## src/rtl/wb_pkg.sv

```systemverilog
// Shared definitions for the writeback unit: data width default, register
// address width and the queued result record {rd, data}.
package wb_pkg;

  localparam int DATA_W_DEF = 32;
  localparam int RD_W       = 5;

  typedef struct packed {
    logic [RD_W-1:0]       rd;
    logic [DATA_W_DEF-1:0] data;
  } wb_entry_t;

endpackage

```

## src/rtl/wb_fifo.sv

```systemverilog
// Write-request queue for the writeback unit.
// Ports: clock/reset (async, active-high), push/push_data enqueue at the tail,
// pop dequeues the head, head shows the current head entry, full/empty/count
// report occupancy. Push while full and pop while empty are ignored.
module wb_fifo #(
  parameter int DEPTH = 4,
  parameter int W     = 37
) (
  input  logic                     clock,
  input  logic                     reset,
  input  logic                     push,
  input  logic [W-1:0]             push_data,
  input  logic                     pop,
  output logic [W-1:0]             head,
  output logic                     full,
  output logic                     empty,
  output logic [$clog2(DEPTH):0]   count
);

  localparam int PW = $clog2(DEPTH);

  logic [W-1:0]  mem [DEPTH];
  logic [PW-1:0] wr_ptr;
  logic [PW-1:0] rd_ptr;
  logic          do_push;
  logic          do_pop;

  assign do_push = push && !full;
  assign do_pop  = pop && !empty;

  // Pointers are exactly log2(DEPTH) bits, so they wrap modulo DEPTH.
  always_ff @(posedge clock or posedge reset) begin
    if (reset) begin
      wr_ptr <= '0;
      rd_ptr <= '0;
      count  <= '0;
    end else begin
      if (do_push) wr_ptr <= wr_ptr + 1'b1;
      if (do_pop)  rd_ptr <= rd_ptr + 1'b1;
      case ({do_push, do_pop})
        2'b10:   count <= count + 1'b1;
        2'b01:   count <= count - 1'b1;
        default: ;
      endcase
    end
  end

  always_ff @(posedge clock) begin
    if (do_push) mem[wr_ptr] <= push_data;
  end

  assign head  = mem[rd_ptr];
  assign full  = (count == (PW+1)'(DEPTH));
  assign empty = (count == '0);

endmodule

```

## src/rtl/writeback_unit.sv

```systemverilog
// Writeback unit: arbitrates ALU and load results into a write queue, drains
// one entry per cycle into a registered register-file write port, and keeps a
// busy scoreboard of destinations reserved at issue and not yet written.
// Ports: clock, reset (async, active-high); aluValid/aluRd/aluData/aluReady and
// memValid/memRd/memData/memReady result handshakes; issueValid/issueRd
// reservations; rWrite/rsWrite/dataWrite register-file write; busyMask;
// pendingCount queue occupancy.
module writeback_unit
  import wb_pkg::*;
#(
  parameter int DEPTH  = 4,
  parameter int DATA_W = DATA_W_DEF
) (
  input  logic                     clock,
  input  logic                     reset,
  input  logic                     aluValid,
  input  logic [RD_W-1:0]          aluRd,
  input  logic [DATA_W-1:0]        aluData,
  output logic                     aluReady,
  input  logic                     memValid,
  input  logic [RD_W-1:0]          memRd,
  input  logic [DATA_W-1:0]        memData,
  output logic                     memReady,
  input  logic                     issueValid,
  input  logic [RD_W-1:0]          issueRd,
  output logic                     rWrite,
  output logic [RD_W-1:0]          rsWrite,
  output logic [DATA_W-1:0]        dataWrite,
  output logic [31:0]              busyMask,
  output logic [$clog2(DEPTH):0]   pendingCount
);

  localparam int EW = RD_W + DATA_W;

  logic              full;
  logic              empty;
  logic              can_take;
  logic              prefer_mem;
  logic              mem_fire;
  logic              alu_fire;
  logic              push;
  logic              pop;
  logic [RD_W-1:0]   acc_rd;
  logic [DATA_W-1:0] acc_data;
  logic [EW-1:0]     head;
  logic [RD_W-1:0]   head_rd;
  logic [DATA_W-1:0] head_data;
  logic [31:0]       busy_next;

  // prefer_mem names the winner of the next contended cycle.
  assign can_take = !reset && !full;
  assign memReady = can_take && (!aluValid || prefer_mem);
  assign aluReady = can_take && (!memValid || !prefer_mem);
  assign mem_fire = memValid && memReady;
  assign alu_fire = aluValid && aluReady;

  assign acc_rd   = mem_fire ? memRd   : aluRd;
  assign acc_data = mem_fire ? memData : aluData;
  // Results aimed at x0 complete the handshake but are dropped here.
  assign push     = (mem_fire || alu_fire) && (acc_rd != '0);
  assign pop      = !empty;

  assign head_rd   = head[EW-1 -: RD_W];
  assign head_data = head[DATA_W-1:0];

  wb_fifo #(.DEPTH(DEPTH), .W(EW)) u_fifo (
    .clock     (clock),
    .reset     (reset),
    .push      (push),
    .push_data ({acc_rd, acc_data}),
    .pop       (pop),
    .head      (head),
    .full      (full),
    .empty     (empty),
    .count     (pendingCount)
  );

  // Set is applied after clear so a same-edge re-issue keeps the bit.
  always_comb begin
    busy_next = busyMask;
    if (pop) busy_next[head_rd] = 1'b0;
    if (issueValid && (issueRd != '0)) busy_next[issueRd] = 1'b1;
    busy_next[0] = 1'b0;
  end

  always_ff @(posedge clock or posedge reset) begin
    if (reset) begin
      rWrite     <= 1'b0;
      rsWrite    <= '0;
      dataWrite  <= '0;
      busyMask   <= '0;
      prefer_mem <= 1'b1;
    end else begin
      if (memValid && aluValid && can_take) prefer_mem <= !prefer_mem;
      rWrite   <= pop;
      if (pop) begin
        rsWrite   <= head_rd;
        dataWrite <= head_data;
      end
      busyMask <= busy_next;
    end
  end

endmodule

```

## config.mk

```make
export PLATFORM = sky130hd
export DESIGN_NAME = writeback_unit
export DESIGN_NICKNAME = d
export VERILOG_FILES = /design/src/rtl/wb_pkg.sv /design/src/rtl/wb_fifo.sv /design/src/rtl/writeback_unit.sv
export SDC_FILE = /design/constraint.sdc
export NUM_CORES = 1
export LEC_CHECK = 0
export CAP_MARGIN = 10
export CELL_PAD_IN_SITES_DETAIL_PLACEMENT = 2
export CELL_PAD_IN_SITES_GLOBAL_PLACEMENT = 2
export CORE_UTILIZATION = 35
export DETAILED_ROUTE_END_ITERATION = 8
export PLACE_DENSITY = 0.87
export SLEW_MARGIN = 25
export SYNTH_ARGS = -nofsm -noshare
export SYNTH_HDL_FRONTEND = slang
export SYNTH_SLANG_ARGS = --single-unit
```

## constraint.sdc

```tcl
create_clock -name clock -period 6.3 [get_ports clock]
set_input_delay 1.89 -clock clock [delete_from_list [all_inputs] [get_ports clock]]
set_output_delay 1.89 -clock clock [all_outputs]
set_load 0.03 [all_outputs]
```

==> flow_summary_export.csv, run 1 <==
group,metric,value,unit
synth,synth_area_per_cell,14.9,µm²
placement,port_buffers,157,
clock_network,cts_made_buffers,26,
clock_network,clk_latency,0.52,ns
detailed_routing,wl_per_cell,22.6,µm
synth,netlist_top_cells_area,"edfxtp_1 47%, dfrtp_1 20%, mux4_2 8.4%",
power,ir_worst_vdd,212,µV
synth,ys_seq_area_share,67.9,%
power,power.internal,3.69,mW
timing,tightest_slew,0.948,ns
power,comb_power_share,37.5,%
synth,synth_flop_cell,"edfxtp_1",
cells_and_area,area_growth_syn_to_layout,28.8,%
placement,pre_cts_slack,0.821,ns
synth,yosys.area.top_type,"edfxtp_1",
cells_and_area,drive_gt1_share,16.2,%
floorplanning,die-area,27500,µm²
cells_and_area,num-fill-cells,2521,
detailed_routing,avgViaCountPerCell,5.17,
synth,async_reset_ff_share,34.2,%
run_status,outcome,"complete, but fails checks",
clock_network,cts_setup_buffers,0,
grt,antenna_found_initial,0,
clock_network,cts_hold_buf,0,
grt,grtUsageTotal,19.6,%
worst_setup_path,crit_required,4.41,ns
synth,synth-edff-count,148,
cells_and_area,final_cells,1151,
synth,syn-instance-count,630,
detailed_routing,drtIter0Drc,282,
min_path,hp-class,"flip-flop to flip-flop",
timing,timing.final.ws_setup,0.818,ns
timing,hold_viol,0,
floorplanning,die_w,166,µm
power,cellPowerDensity,482,nW/µm²
timing,period_needed,5.48,ns
synth,ys_warn_count,0,
run_status,violations,"DRC",
synth,synth_top_area_share,47.4,%
synth,yosysUniqueCellTypes,51,
detailed_routing,totalWireLength,26000,µm
cells_and_area,fin_nets,885,
grt,grt_pass1_wl,41100,µm
clock_network,clk_pin_slew_worst_paths,0.06,ns
placement,gp_congestion,0.720,
power,leakage,4.68,nW
timing,hold_slack,0.467,ns
detailed_routing,ant_nets,0,
synth,syn_nets,719,
floorplanning,die_y,166,µm
floorplanning,num_io_pins,159,
grt,globalRouteOverflowTotal,0,
clock_network,cts_max_level,1,
detailed_routing,drc_errors,10,
detailed_routing,firstDrtPassIters,8,
clock_network,cts.path.max_buffers,3,
timing,setup_viol,0,
worst_setup_path,critPathKind,"primary input to output port",
synth,synth_commonest_cells,"148 x edfxtp_1, 148 x nand2_1, 76 x dfrtp_1",
floorplanning,core,26200,µm²
placement,hpwlAfterDp,17000,µm
worst_setup_path,worstPathArrival,3.59,ns
power,p_sw_share,36.7,%
power,clockPowerShare,23.6,%
timing,rsz0062_at_grt,"no",
power,p_switching,2.14,mW
power,seqPwrFrac,38.9,%
floorplanning,start_util,35.8,%
worst_setup_path,startpoint_type,"primary input",
timing,skew,0.0174,ns
synth,netlist_area,9380,µm²
worst_setup_path,crit_fanout,7,
timing,fmax,182,MHz
grt,grt_pass1_vias,6949,
cells_and_area,diodes,0,
synth,ys_ff_latch,225,
floorplanning,fp-row-count,59,
clock_network,clkSinkCount,225,
placement,post-place-cells,1103,
flow_run,maxCapViolCount,0,
timing,fin_crit_sh,87.0,%
clock_network,root_buffer,"clkbuf_16",
clock_network,cts_resized,0,
detailed_routing,vias,5949,
timing,maxSlewViolCount,0,
clock_network,cts_tree,"yes",
grt,grt_start_max_net_pins,47,
timing,setup_tns,0,ns
worst_setup_path,cp-end-kind,"output port",
timing,relSlewSlack,36.8,%
-- cells by family after synthesis --
logic type               share of synthesized area (%)
adder cells (fa/ha/maj)                          0.747
buffers and inverters                             2.96
AND/OR/NAND/NOR                                   9.45
other                                           0.0400
AO/OA/AOI/OAI                                     5.01
multiplexers                                      13.5
flip-flops                                        67.9
XOR/XNOR                                         0.373
-- placed cells by master, fill, tap and decap left out, drive strengths merged, types with 7 or more instances in the layout --
master and count:
clkdlybuf4s50 157, nand2 148, edfxtp 148, dfrtp 76, inv 41, clkbuf 41
mux2 39, mux4 35, o221ai 24, o211ai 10, nor2 8, nand3 8
nand2b 7
-- routing by layer --
metal	vias up	GRT usage, %	wire [µm]
met5	-	0	0
met2	129	36.5	14000
met4	0	4.84	414
met3	31	2.45	826
li1	2657	-	-
met1	3132	24.0	10800
-- final timing paths --
check	endpoint	depth (start not counted)	slack (ns)	start
worst max-delay path	memReady	4	0.82	reset
worst min register to register	dataWrite[3]	2	0.47	dataWrite[3]
max in group asynchronous	dataWrite[1]	3	3.27	reset
min in group asynchronous	u_fifo.count[2]	2	1.95	reset
worst max register to register	busyMask[7]	6	3.18	u_fifo.count[2]
worst min-delay path	dataWrite[3]	2	0.47	dataWrite[3]
-- power groups by stage --
stage	sequential, mW	clock, mW	combinational, mW
6_report	2.26	1.38	2.19
5_1_grt	2.32	1.46	2.35
4_1_cts	2.28	1.41	2.23
3_5_place_dp	2.30	0	2.21
3_3_place_gp	2.27	0	2.10
2_1_floorplan	2.52	0	1.09
-- critical path, cell delays in order --
cell and delay, ns:
clkdlybuf4s50_1 0.57, a21oi_1 0.30, and2_1 0.17, clkdlybuf4s50_1 0.66
-- stage by stage --
step	power (mW)	utilization (%)	instance area (µm²)
2_1_floorplan	3.60	-	9380
3_3_place_gp	4.37	43.1	11300
3_5_place_dp	4.51	43.2	11300
4_1_cts	5.91	46.1	12100
5_1_grt	6.13	46.1	12100
6_report	5.83	46.1	12100
-- final cells by class --
class                           instances  area (µm²)  share of cell area (%)
Clock buffer                           41         728                    6.02
Inverter                               41         156                    1.29
Tap cell                              335         419                    3.47
Sequential cell                       225        6380                    52.7
Multi-Input combinational cell        341        2750                    22.8
Clock inverter                          7        35.0                   0.290
Timing Repair Buffer                  161        1620                    13.4
-- state kept, by name (all words and copies together), names as in the netlist --
name,flops
rsWrite,5
rWrite,1
u_fifo.mem,148
u_fifo.rd_ptr,2
u_fifo.count,3
u_fifo.wr_ptr,2
prefer_mem,1
busyMask,31
dataWrite,32
No activity file was read; power rests on OpenSTA's default activity.
==> run 2, diff against run 1 <==
--- a/config.mk
+++ b/config.mk
@@ -10,6 +10,7 @@
 export CELL_PAD_IN_SITES_GLOBAL_PLACEMENT = 2
 export CORE_UTILIZATION = 35
 export DETAILED_ROUTE_END_ITERATION = 8
+export MAX_ROUTING_LAYER = met4
 export PLACE_DENSITY = 0.87
 export SLEW_MARGIN = 25
 export SYNTH_ARGS = -nofsm -noshare
==> flow_summary_export.csv, run 2 (synthesis gave the netlist of run 1 again) <==
group,metric,value,unit
run_status,outcome,"complete, but fails checks",
run_status,violations,"DRC",
min_path,hp-class,"flip-flop to flip-flop",
cells_and_area,final_common_cell,"clkdlybuf4s50_1",
clock_network,cts_resized,0,
timing,maxSlewViolCount,0,
grt,grt_start_max_net_pins,47,
flow_run,maxCapViolCount,0,
timing,hold_viol,0,
worst_setup_path,slowest_delay,0.66,ns
cells_and_area,final_cell_mix,"157 x clkdlybuf4s50_1, 148 x nand2_1, 148 x edfxtp_1, 74 x dfrtp_1, 39 x inv_1",
grt,grt_pass1_wl,41200,µm
clock_network,cts_setup_buffers,0,
clock_network,clk_latency,0.53,ns
timing,skew,0.0197,ns
power,seqPwrFrac,38.9,%
worst_setup_path,rr_endpoint,"busyMask[7]",
power,leakage,4.68,nW
power,power.internal,3.69,mW
worst_setup_path,r2r-start,"u_fifo.count[2]",
min_path,hold_depth,2,
cells_and_area,fin_nets,885,
detailed_routing,drtIter0Drc,304,
detailed_routing,avgViaCountPerCell,5.17,
clock_network,root_buffer,"clkbuf_16",
grt,top_usage_layer,"met2",
worst_setup_path,cp_common_cell,"clkdlybuf4s50_1",
timing,relSlewSlack,33.7,%
worst_setup_path,crit_required,4.41,ns
worst_setup_path,reg2reg_depth,6,
detailed_routing,wl_per_cell,22.6,µm
clock_network,cts_max_level,1,
grt,grt_pass1_vias,6943,
power,comb_power_share,37.5,%
detailed_routing,ant_nets,0,
floorplanning,start_util,35.8,%
clock_network,cts.path.max_buffers,3,
timing,setup_viol,0,
cells_and_area,regMostFlops,"u_fifo.mem",
detailed_routing,totalWireLength,26000,µm
worst_setup_path,worstPathArrival,3.60,ns
worst_setup_path,path_cells,"clkdlybuf4s50_1 -> a21oi_1 -> and2_1 -> clkdlybuf4s50_1",
grt,globalRouteOverflowTotal,0,
cells_and_area,area_growth_syn_to_layout,28.8,%
power,ir_worst_vdd,212,µV
timing,period_needed,5.49,ns
grt,antenna_found_initial,0,
worst_setup_path,reg2reg_slack,3.14,ns
timing,setup_tns,0,ns
placement,hpwlAfterDp,17000,µm
cells_and_area,drive_gt1_share,16.2,%
cells_and_area,diodes,0,
worst_setup_path,path_delay_family,"buffers and inverters",
detailed_routing,vias,5951,
floorplanning,core,26200,µm²
cells_and_area,reg.largest.list,"u_fifo.mem x148, dataWrite x32, busyMask x31",
grt,met2_usage,36.5,%
detailed_routing,firstDrtPassIters,9,
placement,port_buffers,157,
timing,tightest_slew,0.994,ns
power,p_sw_share,36.7,%
floorplanning,fp-row-count,59,
power,p_switching,2.14,mW
grt,grtUsageTotal,20.2,%
min_path,min-delay-start,"dataWrite[3]",
cells_and_area,num-fill-cells,2521,
cells_and_area,fin_util,46.1,%
timing,fmax,182,MHz
placement,gp_congestion,0.729,
grt,met1_usage,24.1,%
cells_and_area,final_cells,1151,
clock_network,cts_hold_buf,0,
floorplanning,die-area,27500,µm²
cells_and_area,largest_reg_flops,148,
placement,post-place-cells,1103,
detailed_routing,drc_errors,11,
worst_setup_path,critPathKind,"primary input to output port",
power,clockPowerShare,23.6,%
worst_setup_path,cp_num_cells,4,
clock_network,cts_tree,"yes",
timing,fin_crit_sh,87.1,%
clock_network,clkSinkCount,225,
floorplanning,num_io_pins,159,
clock_network,clk_pin_slew_worst_paths,0.06,ns
worst_setup_path,slowest_stage,"clkdlybuf4s50_1",
worst_setup_path,startpoint_type,"primary input",
power,cellPowerDensity,482,nW/µm²
min_path,hold_path_end,"dataWrite[3]",
floorplanning,die_y,166,µm
clock_network,cts_made_buffers,26,
worst_setup_path,path_buf_inv,2,
worst_setup_path,cp-end-kind,"output port",
grt,groute.layer.met3.usage,2.31,%
worst_setup_path,crit_fanout,7,
timing,rsz0062_at_grt,"no",
floorplanning,die_w,166,µm
==> run 2: cell counts in the layout (fill, tap and decap cells not counted) <==
No cell type changed its count.
==> run 2: per-layer routing <==
layer | wire, µm | vias up
li1 | - | 2661
met1 | 10900 | 3130
met2 | 14000 | 129
met3 | 799 | 31
met4 | 407 | 0
met5 | 0 | -
==> run 2: power groups by stage <==
stage	Clock, mW	Sequential [mW]	Combinational [mW]
finish	1.38	2.26	2.19
global route	1.46	2.32	2.35
CTS	1.41	2.28	2.23
detailed placement	0	2.30	2.21
global placement	0	2.27	2.10
floorplan	0	2.52	1.09
==> run 2: tightest hold or removal path, stage by stage (launching register included) <==
cell     delay [ns]
dfrtp_1        0.34
nand2_1        0.05
nand2_1        0.05
==> run 2: per-stage QoR <==
stage / cell area [µm²] / hold WS (ns) / total power, mW / setup slack [ns]
global route: 12100 / 0.505 / 6.14 / 0.718
detailed placement: 11300 / 0.459 / 4.51 / 0.821
finish: 12100 / 0.467 / 5.83 / 0.813
CTS: 12100 / 0.475 / 5.91 / 0.814
global placement: 11300 / 0.452 / 4.37 / 0.882
floorplan: 9380 / 0.481 / 3.60 / 1.87
==> run 2: cell type report <==
type | count | area (µm²) | share of cell area [%]
Multi-Input combinational cell | 341 | 2750 | 22.8
Inverter | 41 | 156 | 1.29
Clock inverter | 7 | 35.0 | 0.290
Sequential cell | 225 | 6380 | 52.7
Timing Repair Buffer | 161 | 1620 | 13.4
Tap cell | 335 | 419 | 3.47
Clock buffer | 41 | 728 | 6.02
==> run 2: worst max path at each step <==
stage                      from        to  slack (ns)
final                     reset  memReady        0.81
after global routing      reset  memReady        0.72
after CTS                 reset  memReady        0.81
after detailed placement  reset  memReady        0.82
after global placement    reset  memReady        0.88
after floorplan           reset  aluReady        1.87
==> run 3, diff against run 2 <==
--- a/config.mk
+++ b/config.mk
@@ -12,7 +12,7 @@
 export DETAILED_ROUTE_END_ITERATION = 8
 export MAX_ROUTING_LAYER = met4
 export PLACE_DENSITY = 0.87
-export SLEW_MARGIN = 25
+export SLEW_MARGIN = 15
 export SYNTH_ARGS = -nofsm -noshare
 export SYNTH_HDL_FRONTEND = slang
 export SYNTH_SLANG_ARGS = --single-unit
==> flow_summary_export.csv, run 3 (synthesis gave the netlist of run 1 again) <==
group,metric,value,unit
power,ir_worst_vdd,289,µV
clock_network,root_buffer,"clkbuf_16",
floorplanning,num_io_pins,159,
placement,port_buffers,157,
detailed_routing,ant_nets,0,
min_path,min-delay-start,"dataWrite[10]",
cells_and_area,drive_gt1_share,16.9,%
worst_setup_path,startpoint_type,"primary input",
timing,period_needed,5.48,ns
timing,skew,0.00808,ns
timing,maxSlewViolCount,0,
clock_network,cts.path.max_buffers,3,
timing,fin_crit_sh,87.0,%
cells_and_area,final_cell_mix,"157 x clkdlybuf4s50_1, 148 x nand2_1, 148 x edfxtp_1, 74 x dfrtp_1, 39 x inv_1",
detailed_routing,firstDrtPassIters,8,
grt,grt_pass1_wl,41600,µm
cells_and_area,final_cells,1150,
cells_and_area,final_common_cell,"clkdlybuf4s50_1",
cells_and_area,multi_input_area,2750,µm²
clock_network,clk_pin_slew_worst_paths,0.06,ns
clock_network,clk_latency,0.52,ns
floorplanning,fp-row-count,59,
power,leakage,4.73,nW
cells_and_area,seq_area,6380,µm²
worst_setup_path,crit_fanout,7,
placement,hpwlAfterDp,16900,µm
clock_network,cts_tree,"yes",
cells_and_area,area_growth_syn_to_layout,29.8,%
clock_network,cts_max_level,1,
grt,grt_start_max_net_pins,47,
worst_setup_path,crit_required,4.41,ns
timing,hold_viol,0,
detailed_routing,wl_per_cell,23.1,µm
timing,tightest_slew,1.15,ns
worst_setup_path,worstPathArrival,3.59,ns
run_status,outcome,"complete, but fails checks",
min_path,hp-class,"flip-flop to flip-flop",
detailed_routing,vias,5997,
placement,post-place-cells,1102,
grt,grt_pass1_vias,6959,
flow_run,maxCapViolCount,0,
placement,gp_congestion,0.729,
worst_setup_path,critPathKind,"primary input to output port",
grt,globalRouteOverflowTotal,0,
timing,relSlewSlack,23.2,%
timing,setup_tns,0,ns
detailed_routing,avgViaCountPerCell,5.21,
cells_and_area,reg.largest.list,"u_fifo.mem x148, dataWrite x32, busyMask x31",
cells_and_area,fin_nets,884,
floorplanning,die-area,27500,µm²
clock_network,cts_hold_buf,0,
run_status,violations,"DRC",
floorplanning,die_y,166,µm
grt,grtUsageTotal,20.5,%
worst_setup_path,r2r-start,"u_fifo.count[2]",
cells_and_area,num-fill-cells,2517,
worst_setup_path,startpoint,"reset",
timing,fmax,183,MHz
detailed_routing,drc_errors,10,
worst_setup_path,cp-end-kind,"output port",
cells_and_area,final_area,12200,µm²
timing,setup_viol,0,
timing,rsz0062_at_grt,"no",
cells_and_area,regMostFlops,"u_fifo.mem",
clock_network,cts_setup_buffers,0,
power,cellPowerDensity,495,nW/µm²
floorplanning,die_w,166,µm
floorplanning,start_util,35.8,%
detailed_routing,totalWireLength,26600,µm
placement,place_area,11300,µm²
floorplanning,core,26200,µm²
cells_and_area,diodes,0,
clock_network,cts_resized,0,
grt,antenna_found_initial,0,
clock_network,cts_made_buffers,26,
detailed_routing,drtIter0Drc,313,
clock_network,clkSinkCount,225,
cells_and_area,largest_reg_flops,148,
run 3: changes by cell type in the layout (fill, tap and decap cells not counted):
cell,change
clkinv_1,+1
and2_2,+3
clkbuf_8,+2
clkinv_2,+1
and3_4,-1
buf_16,-1
clkbuf_1,-8
and3_2,+1
and2_4,-3
bufinv_16,+4
run 3: final timing paths:
| check | end | slack [ns] | depth (start not counted) |
|---|---|---|---|
| setup / recovery | memReady | 0.82 | 4 |
| hold / removal | dataWrite[10] | 0.47 | 2 |
| setup reg to reg | busyMask[31] | 3.15 | 6 |
| hold reg to reg | dataWrite[10] | 0.47 | 2 |
| max in group asynchronous | dataWrite[2] | 3.23 | 3 |
| min in group asynchronous | dataWrite[20] | 1.99 | 2 |
run 3: layout make-up:
class,instances,area share (%)
Sequential cell,225,52.4
Multi-Input combinational cell,341,22.5
Timing Repair Buffer,160,13.1
Clock buffer,35,5.96
Tap cell,335,3.44
Clock inverter,13,1.35
Inverter,41,1.28
run 3: metal layers:
layer | routed length, µm | global-route usage, % | vias up
met5 | 0 | - | -
met2 | 14300 | 37.1 | 145
met4 | 484 | 4.92 | 0
li1 | - | - | 2650
met1 | 11000 | 24.3 | 3158
met3 | 812 | 2.43 | 44
run 3: power breakdown:
part	total, mW	switching, mW	internal, mW	leakage (nW)
Combinational	2.18	1.27	0.913	2.14
Clock	1.58	0.609	0.969	0.435
Sequential	2.27	0.294	1.98	2.16
run 3: critical path: stages:
cell             delay (ns)
clkdlybuf4s50_1        0.58
a21oi_1                0.28
and2_1                 0.17
clkdlybuf4s50_1        0.66
run 3: per-stage QoR:
step	total power [mW]	hold WS (ns)	util, %	setup slack, ns
after global routing	6.33	0.507	46.5	0.731
after floorplan	3.60	0.481	-	1.87
final	6.03	0.468	46.5	0.821
after detailed placement	4.51	0.461	43.1	0.819
after CTS	6.12	0.476	46.5	0.806
after global placement	4.37	0.452	43.1	0.882
